**src/rtl/dram_refresh_sched.sv**
```systemverilog
// dram_refresh_sched: tracks owed DRAM refreshes and paces the tRFC busy window.
// An interval counter ticks every TREFI enabled cycles and each tick adds one owed
// refresh, up to MAX_POSTPONE. The command FSM takes refreshes through ref_req/ref_ack.
// Optional macro REF_STATS_EN adds a saturating 16-bit count of accepted refreshes.
module dram_refresh_sched #(
  parameter int TREFI        = 10,
  parameter int TRFC         = 10,
  parameter int MAX_POSTPONE = 8
) (
  input  logic       CLK,
  input  logic       nRST,
  input  logic       refresh_en,
  input  logic       ref_ack,
  output logic       ref_req,
  output logic       ref_urgent,
  output logic       ref_busy,
  output logic [3:0] pending_cnt,
`ifdef REF_STATS_EN
  output logic [15:0] ref_count,
`endif
  output logic       ref_overflow
);

  localparam int IW = (TREFI > 2) ? $clog2(TREFI) : 1;
  localparam int RW = (TRFC > 2) ? $clog2(TRFC) : 1;
  localparam logic [IW-1:0] INTERVAL_LAST = IW'(TREFI - 1);
  localparam logic [RW-1:0] RFC_LOAD      = RW'(TRFC - 1);
  localparam logic [3:0]    PENDING_MAX   = 4'(MAX_POSTPONE);

  typedef enum logic {RUN, BUSY} state_t;

  state_t        state;
  logic [IW-1:0] interval_cnt;
  logic [RW-1:0] rfc_cnt;
  logic          tick;
  logic          ack_ok;

  // Outputs decoded from registered state; an ack is only honoured while a refresh is offered.
  always_comb begin
    tick       = refresh_en && (interval_cnt == INTERVAL_LAST);
    ref_req    = (state == RUN) && (pending_cnt != 4'd0);
    ack_ok     = ref_ack && ref_req;
    ref_busy   = (state == BUSY);
    ref_urgent = (pending_cnt >= PENDING_MAX);
  end

  // Interval counter: runs while enabled (including during BUSY), restarts whenever disabled.
  always_ff @(posedge CLK or negedge nRST) begin
    if (!nRST) begin
      interval_cnt <= '0;
    end else if (!refresh_en || tick) begin
      interval_cnt <= '0;
    end else begin
      interval_cnt <= interval_cnt + 1'b1;
    end
  end

  // Owed-refresh bookkeeping; a coincident tick and accepted ack cancel each other out.
  always_ff @(posedge CLK or negedge nRST) begin
    if (!nRST) begin
      pending_cnt  <= 4'd0;
      ref_overflow <= 1'b0;
    end else begin
      if (ack_ok && !tick) begin
        pending_cnt <= pending_cnt - 4'd1;
      end else if (tick && !ack_ok && !ref_urgent) begin
        pending_cnt <= pending_cnt + 4'd1;
      end
      if (tick && !ack_ok && ref_urgent) begin
        ref_overflow <= 1'b1;
      end
    end
  end

  // RUN/BUSY sequencer: an accepted ack opens a TRFC-cycle busy window.
  always_ff @(posedge CLK or negedge nRST) begin
    if (!nRST) begin
      state   <= RUN;
      rfc_cnt <= '0;
    end else begin
      case (state)
        RUN: begin
          if (ack_ok) begin
            state   <= BUSY;
            rfc_cnt <= RFC_LOAD;
          end
        end
        BUSY: begin
          if (rfc_cnt == '0) begin
            state <= RUN;
          end else begin
            rfc_cnt <= rfc_cnt - 1'b1;
          end
        end
        default: begin
          state   <= RUN;
          rfc_cnt <= '0;
        end
      endcase
    end
  end

`ifdef REF_STATS_EN
  // Saturating count of refreshes actually issued.
  always_ff @(posedge CLK or negedge nRST) begin
    if (!nRST) begin
      ref_count <= 16'd0;
    end else if (ack_ok && (ref_count != 16'hFFFF)) begin
      ref_count <= ref_count + 16'd1;
    end
  end
`endif

endmodule
```
**config.mk**
```make
export PLATFORM = sky130hd
export DESIGN_NAME = dram_refresh_sched
export DESIGN_NICKNAME = d
export VERILOG_FILES = /design/src/rtl/dram_refresh_sched.sv
export SDC_FILE = /design/constraint.sdc
export NUM_CORES = 1
export LEC_CHECK = 0
export BUFFER_PORTS_ARGS = -buffer_cell sky130_fd_sc_hd__buf_2
export CELL_PAD_IN_SITES_DETAIL_PLACEMENT = 1
export CELL_PAD_IN_SITES_GLOBAL_PLACEMENT = 1
export CORE_MARGIN = 2
export CORE_UTILIZATION = 41
export CTS_CLUSTER_DIAMETER = 30
export CTS_CLUSTER_SIZE = 25
export DETAILED_ROUTE_END_ITERATION = 16
export PLACE_DENSITY_LB_ADDON = 0.05
export RECOVER_POWER = 100
export SLEW_MARGIN = 20
export SYNTH_ARGS = -nofsm -noshare
export SYNTH_HDL_FRONTEND = slang
export SYNTH_SLANG_ARGS = --single-unit
```
**constraint.sdc**
```tcl
create_clock -name CLK -period 2.55 [get_ports CLK]
set_clock_uncertainty 0.1 [all_clocks]
set_input_delay 0.1275 -clock CLK [delete_from_list [all_inputs] [get_ports CLK]]
set_output_delay 0.1275 -clock CLK [all_outputs]
set_load 0.01 [all_outputs]
```
==> results of run 1 <==
-- power groups by stage --
stage | Combinational [mW] | Sequential, mW | Clock [mW]
4_1_cts | 0.374 | 0.374 | 0.167
6_report | 0.331 | 0.373 | 0.159
5_1_grt | 0.382 | 0.388 | 0.178
3_5_place_dp | 0.369 | 0.379 | 0
2_1_floorplan | 0.260 | 0.377 | 0
3_3_place_gp | 0.365 | 0.378 | 0
-- what timing repair did --
item | 4_1_cts | 5_1_grt
hold endpoints to repair | 14 | 0
hold buffers | 1 | 0
setup endpoints to repair | 0 | 0
-- metrics by stage --
stage               instances  setup slack (ps)
floorplan                  69             419.8
global placement          105             411.1
detailed placement        105             391.6
finish                    110             312.4
global route              110             214.8
CTS                       110             379.5
-- worst paths after layout --
path                                 from              end  slack, ps  cells past startpoint
max in group asynchronous            nRST     ref_overflow       1540                      2
max                        pending_cnt[0]   pending_cnt[1]        310                      5
min                            refresh_en  interval_cnt[2]         20                      2
max reg2reg                pending_cnt[0]   pending_cnt[1]        310                      5
min in group asynchronous            nRST  interval_cnt[0]        330                      2
min reg2reg                  ref_overflow     ref_overflow        370                      1
-- Yosys cell counts --
master	n
xor2_1	2
or4_4	1
nor3_1	3
a31oi_1	1
and2_2	1
and3_4	1
a31oi_4	1
a32oi_1	1
mux2i_1	1
nor3b_1	1
and4_4	1
or3_1	1
mux2_4	1
nand2_1	2
o211ai_1	1
o21ai_0	1
a21oi_1	4
o31ai_1	1
nand4b_2	1
a21boi_0	1
xnor2_1	3
nand3b_1	1
nor2_1	7
clkbuf_1	1
dfrtp_1	14
and3b_1	1
a21oi_2	1
ha_1	4
nor2b_1	2
inv_1	6
a211oi_1	1
a21o_1	1
-- final cells by class --
type                    count  area (um2)  share of cell area [%]
flip-flops and latches     14       350.3                   41.54
well taps                  25       31.28                   3.709
inverters                   6       22.52                   2.671
repair buffers             13       58.81                   6.973
clock buffers               4       36.28                   4.303
multi-input cells          48       344.1                   40.80
-- worst max-delay path, cell delays in order (launching register included) --
cell and delay [ps]:
dfrtp_1 450, or4_1 610, and4_1 280, xor2_1 150
ha_1 270, mux2_4 260
-- registers in the layout (all words and copies together) (netlist names) --
register and count:
interval_cnt 4, pending_cnt 4, ref_busy 1, ref_overflow 1, rfc_cnt 4
-- cell families (layout without fill, tap and decap cells) --
| family | after synthesis | count (layout) | share of synthesized area (%) |
|---|---|---|---|
| flip-flops | 14 | 14 | 46.67 |
| XOR/XNOR | 5 | 5 | 5.834 |
| buffers and inverters | 7 | 23 | 3.499 |
| multiplexers | 2 | 2 | 3.333 |
| AND/OR/NAND/NOR | 23 | 23 | 19.67 |
| AO/OA/AOI/OAI | 14 | 14 | 14.34 |
| adder cells (fa/ha/maj) | 4 | 4 | 6.667 |
-- routing by layer --
layer	global-route usage (%)	wire, um
met1	20.96	742
met2	21.92	630
met3	5.000	46
met4	8.333	14
met5	0	0
==> qor.txt, run 1 <==
largest net degree at the start of global routing: 15
fin util: 48.84%
H-tree depth: 1
vias in the first global route: 489
Netlist cell types: 32
Mapped Cells: 69
Initial Util: 43.48%
number of CTS-inserted buffers: 3
power density over cell area: 1024 nW/um2
Worst Path Arrival: 2300 ps
initial antenna violation count: 0
Max transition margin: 48.26%
Die H: 46.79 um
clock share of power: 18.5%
Synth top area share: 46.67%
Comb pwr share: 38.3%
setup_tns: 0 ps
clock tree root driver cell: clkbuf_4
core area: 1727 um2
WS Path Type: flop to flop
sequential fraction of the synthesis area: 46.67%
drt first pass iters: 3
cell taking the most area after synthesis: dfrtp_1
CTS sink cnt: 14
worst hold path class: input pin to flop
crit share post-route: 87.75%
CTS clk-pin slew, worst paths: 90 ps
Max VDD drop: 0.0005051 V
Max Root-Sink Buffers: 2
nets@finish: 94
DRT iter0 DRCs: 8
WP data required: 2620 ps
CP endpoint kind: flop
post-DR wirelength/cell: 13.04 um
yosys synthesis warning count: 0
Worst-Skew Late Latency: 270 ps
most frequent cells in the layout: dfrtp_1, clkbuf_1, nor2_1, inv_1, a21oi_1
RSZ-0062 raised after global routing: false
FILL cells: 211
Synth Cell Area: 750.7 um2
vias per cell: 5.109
Final Hold Violating Endpoints: 0
detailed placement HPWL: 1.057 mm
diode count: 0
first-pass GRT wire length: 2.290 mm
crit path time final: 2238 ps
total wire length: 1.434 mm
# Post-CTS Setup Buffers: 0
post-synth net total: 77
Layout area overhead: 12.33%
worst hold slack: 18.46 ps
Sw Ratio: 38.42%
Die X: 46.79 um
post-cts resize count: 0
Port Buf Inserts: 11
proportion of layout cells with a drive suffix above 1: 11.76%
Leak Pwr: 0.3908 nW
top cells by area, synth: dfrtp_1, ha_1, nor2_1
Slew Limit Fails: 0
via count: 562
CP startpoint kind: flop
NetSw: 331.7 uW
endpoints failing setup: 0
commonest non-fill, non-tap cell in the layout: dfrtp_1
Post-route DRC: 0
CTS tree: yes
I/O Pins: 12
Final Wtd Congestion: 0.8450
Pwr Total: 863.4 uW
sequential share of power: 43.2%
DRT antenna net count: 0
FP Rows: 15
synthesized flop and latch total: 14
max-cap viol count: 0
grt total ovfl: 0
slew of the pin with the lowest slew margin: 776.1 ps
outcome: completed
crit-path max FO: 6
fmax: 0.4469 GHz
DP Area: 840.8 um2
final instance area: 843.3 um2
internal power: 531.7 uW
DIE AREA: 2189 um2
Tot GR Track Use: 15.48%
Post-Syn Area per Cell: 10.88 um2
(Power assumes the default switching activity.)
==> inputs of run 2 (changes only) <==
--- a/config.mk
+++ b/config.mk
@@ -8,13 +8,14 @@
 export BUFFER_PORTS_ARGS = -buffer_cell sky130_fd_sc_hd__buf_2
 export CELL_PAD_IN_SITES_DETAIL_PLACEMENT = 1
 export CELL_PAD_IN_SITES_GLOBAL_PLACEMENT = 1
-export CORE_MARGIN = 2
 export CORE_UTILIZATION = 41
 export CTS_CLUSTER_DIAMETER = 30
 export CTS_CLUSTER_SIZE = 25
 export DETAILED_ROUTE_END_ITERATION = 16
 export PLACE_DENSITY_LB_ADDON = 0.05
 export RECOVER_POWER = 100
+export REMOVE_ABC_BUFFERS = 1
+export SKIP_LAST_GASP = 1
 export SLEW_MARGIN = 20
 export SYNTH_ARGS = -nofsm -noshare
 export SYNTH_HDL_FRONTEND = slang
==> run 2 against run 1 <==
Net effect:
- largest power group unchanged
- register-to-register slack about the same
- non-clock buffer count decreased by 1
- maximum frequency decreased by 0.56%
- clock power decreased by 23%
- core utilization decreased by 1.3 points
- count of clock-buffer cells in the layout decreased by 1
- critical path depth unchanged
==> qor.txt, run 2 (synthesis results as in run 1) <==
crit share post-route: 88.24%
core area: 1727 um2
initial antenna violation count: 0
CTS clk-pin slew, worst paths: 80 ps
Worst R2R Start: pending_cnt[0]
Worst-Skew Late Latency: 270 ps
top sig layer: met4
setup_tns: 0 ps
post-route insts no fill: 108
clock tree root driver cell: clkbuf_4
endpoints failing setup: 0
DRT antenna net count: 0
commonest non-fill, non-tap cell in the layout: dfrtp_1
crit path time final: 2250 ps
detailed placement HPWL: 1.037 mm
first-pass GRT wire length: 2.428 mm
FP Rows: 15
WS Path Type: flop to flop
CTS tree: yes
Final Hold Violating Endpoints: 0
largest net degree at the start of global routing: 15
reg-to-reg endpoint: pending_cnt[1]
grt total ovfl: 0
WP data required: 2610 ps
vias per cell: 5.130
Slew Limit Fails: 0
H-tree depth: 1
Max transition margin: 49.66%
placed cells: 104
post-cts resize count: 0
drt first pass iters: 2
CTS sink cnt: 14
Die X: 44.79 um
diode count: 0
proportion of layout cells with a drive suffix above 1: 8.434%
total wire length: 1.408 mm
Tot GR Track Use: 17.51%
Layout area overhead: 9.333%
max-cap viol count: 0
CP endpoint kind: flop
slew of the pin with the lowest slew margin: 755.1 ps
DIE AREA: 2006 um2
fmax: 0.4444 GHz
Port Buf Inserts: 11
power density over cell area: 992.4 nW/um2
crit-path max FO: 6
Post-route DRC: 0
outcome: completed
reg2reg setup slack: 300 ps
Met2 Routed Length: 617 um
CP startpoint kind: flop
Worst Setup SP: pending_cnt[0]
number of CTS-inserted buffers: 3
most frequent cells in the layout: dfrtp_1, clkbuf_1, nor2_1, inv_1, a21oi_1
R2R cell count: 5
Max Root-Sink Buffers: 2
Worst Path Arrival: 2310 ps
vias in the first global route: 526
FILL cells: 213
M1 wire length: 724 um
Largest regs: interval_cnt: 4 flops, pending_cnt: 4 flops, rfc_cnt: 4 flops
worst hold start: refresh_en
DRT iter0 DRCs: 4
met3 wire len: 48 um
RSZ-0062 raised after global routing: false
Leak Pwr: 0.3731 nW
nets@finish: 93
via count: 554
worst hold path class: input pin to flop
Die H: 44.79 um
Initial Util: 43.48%
hold-critical path depth: 2
Max VDD drop: 0.0005744 V
post-DR wirelength/cell: 13.04 um
hold endpoint: interval_cnt[3]
Final Wtd Congestion: 0.7253
I/O Pins: 12
run 2: cell types whose count changed in the layout (fill, tap and decap cells not counted), sizes merged:
cell    previous run  this run
clkbuf            13        12
buf                3         2
run 2: worst max path at each step:
stage | end | slack, ps | depth (start not counted)
2_1_floorplan | pending_cnt[1] | 420 | 5
3_3_place_gp | pending_cnt[1] | 410 | 5
3_5_place_dp | pending_cnt[1] | 360 | 5
4_1_cts | pending_cnt[1] | 350 | 5
5_1_grt | pending_cnt[1] | 200 | 5
6_report | pending_cnt[1] | 300 | 5
run 2: report_power, final:
group	internal, mW	switching, mW
Combinational	0.146	0.172
Clock	0.0546	0.0673
Sequential	0.291	0.0842
Total	0.491	0.323
run 2: metal layers:
metal / up-vias / track usage (%)
li1: 272 / -
met1: 270 / 25.77
met2: 10 / 22.94
met3: 2 / 4.000
met4: 0 / 10.91
met5: - / 0
run 2: worst max-delay path, stage by stage, from the launching register on:
cell	delay (ps)
dfrtp_1	450
or4_1	600
and4_1	270
xor2_1	160
ha_1	280
mux2_1	270
run 2: what timing repair did:
item	4_1_cts	5_1_grt
hold endpoints to repair	14	0
hold buffers	1	0
setup buffers	0	0
run 2: metrics by stage:
step	hold slack, ps	setup slack [ps]	utilization (%)	area (um2)	power, mW
final	35.70	299.9	47.54	820.8	0.8145
after global routing	31.65	203.7	47.54	820.8	0.9034
after CTS	22.21	349.8	50.14	865.8	0.8860
after detailed placement	-56.88	364.6	48.26	833.3	0.7544
after global placement	-59.03	411.3	48.26	833.3	0.7394
after floorplan	-268.1	419.8	-	747.0	0.6367
run 2: area by class of cell:
| class | count | area [um2] | share of cell area [%] |
|---|---|---|---|
| inverter | 6 | 22.52 | 2.744 |
| tap | 25 | 31.28 | 3.811 |
| sequential | 14 | 350.3 | 42.68 |
| multi-input combinational | 48 | 340.3 | 41.46 |
| timing repair buffer | 12 | 53.80 | 6.555 |
| clock buffer | 3 | 22.52 | 2.744 |
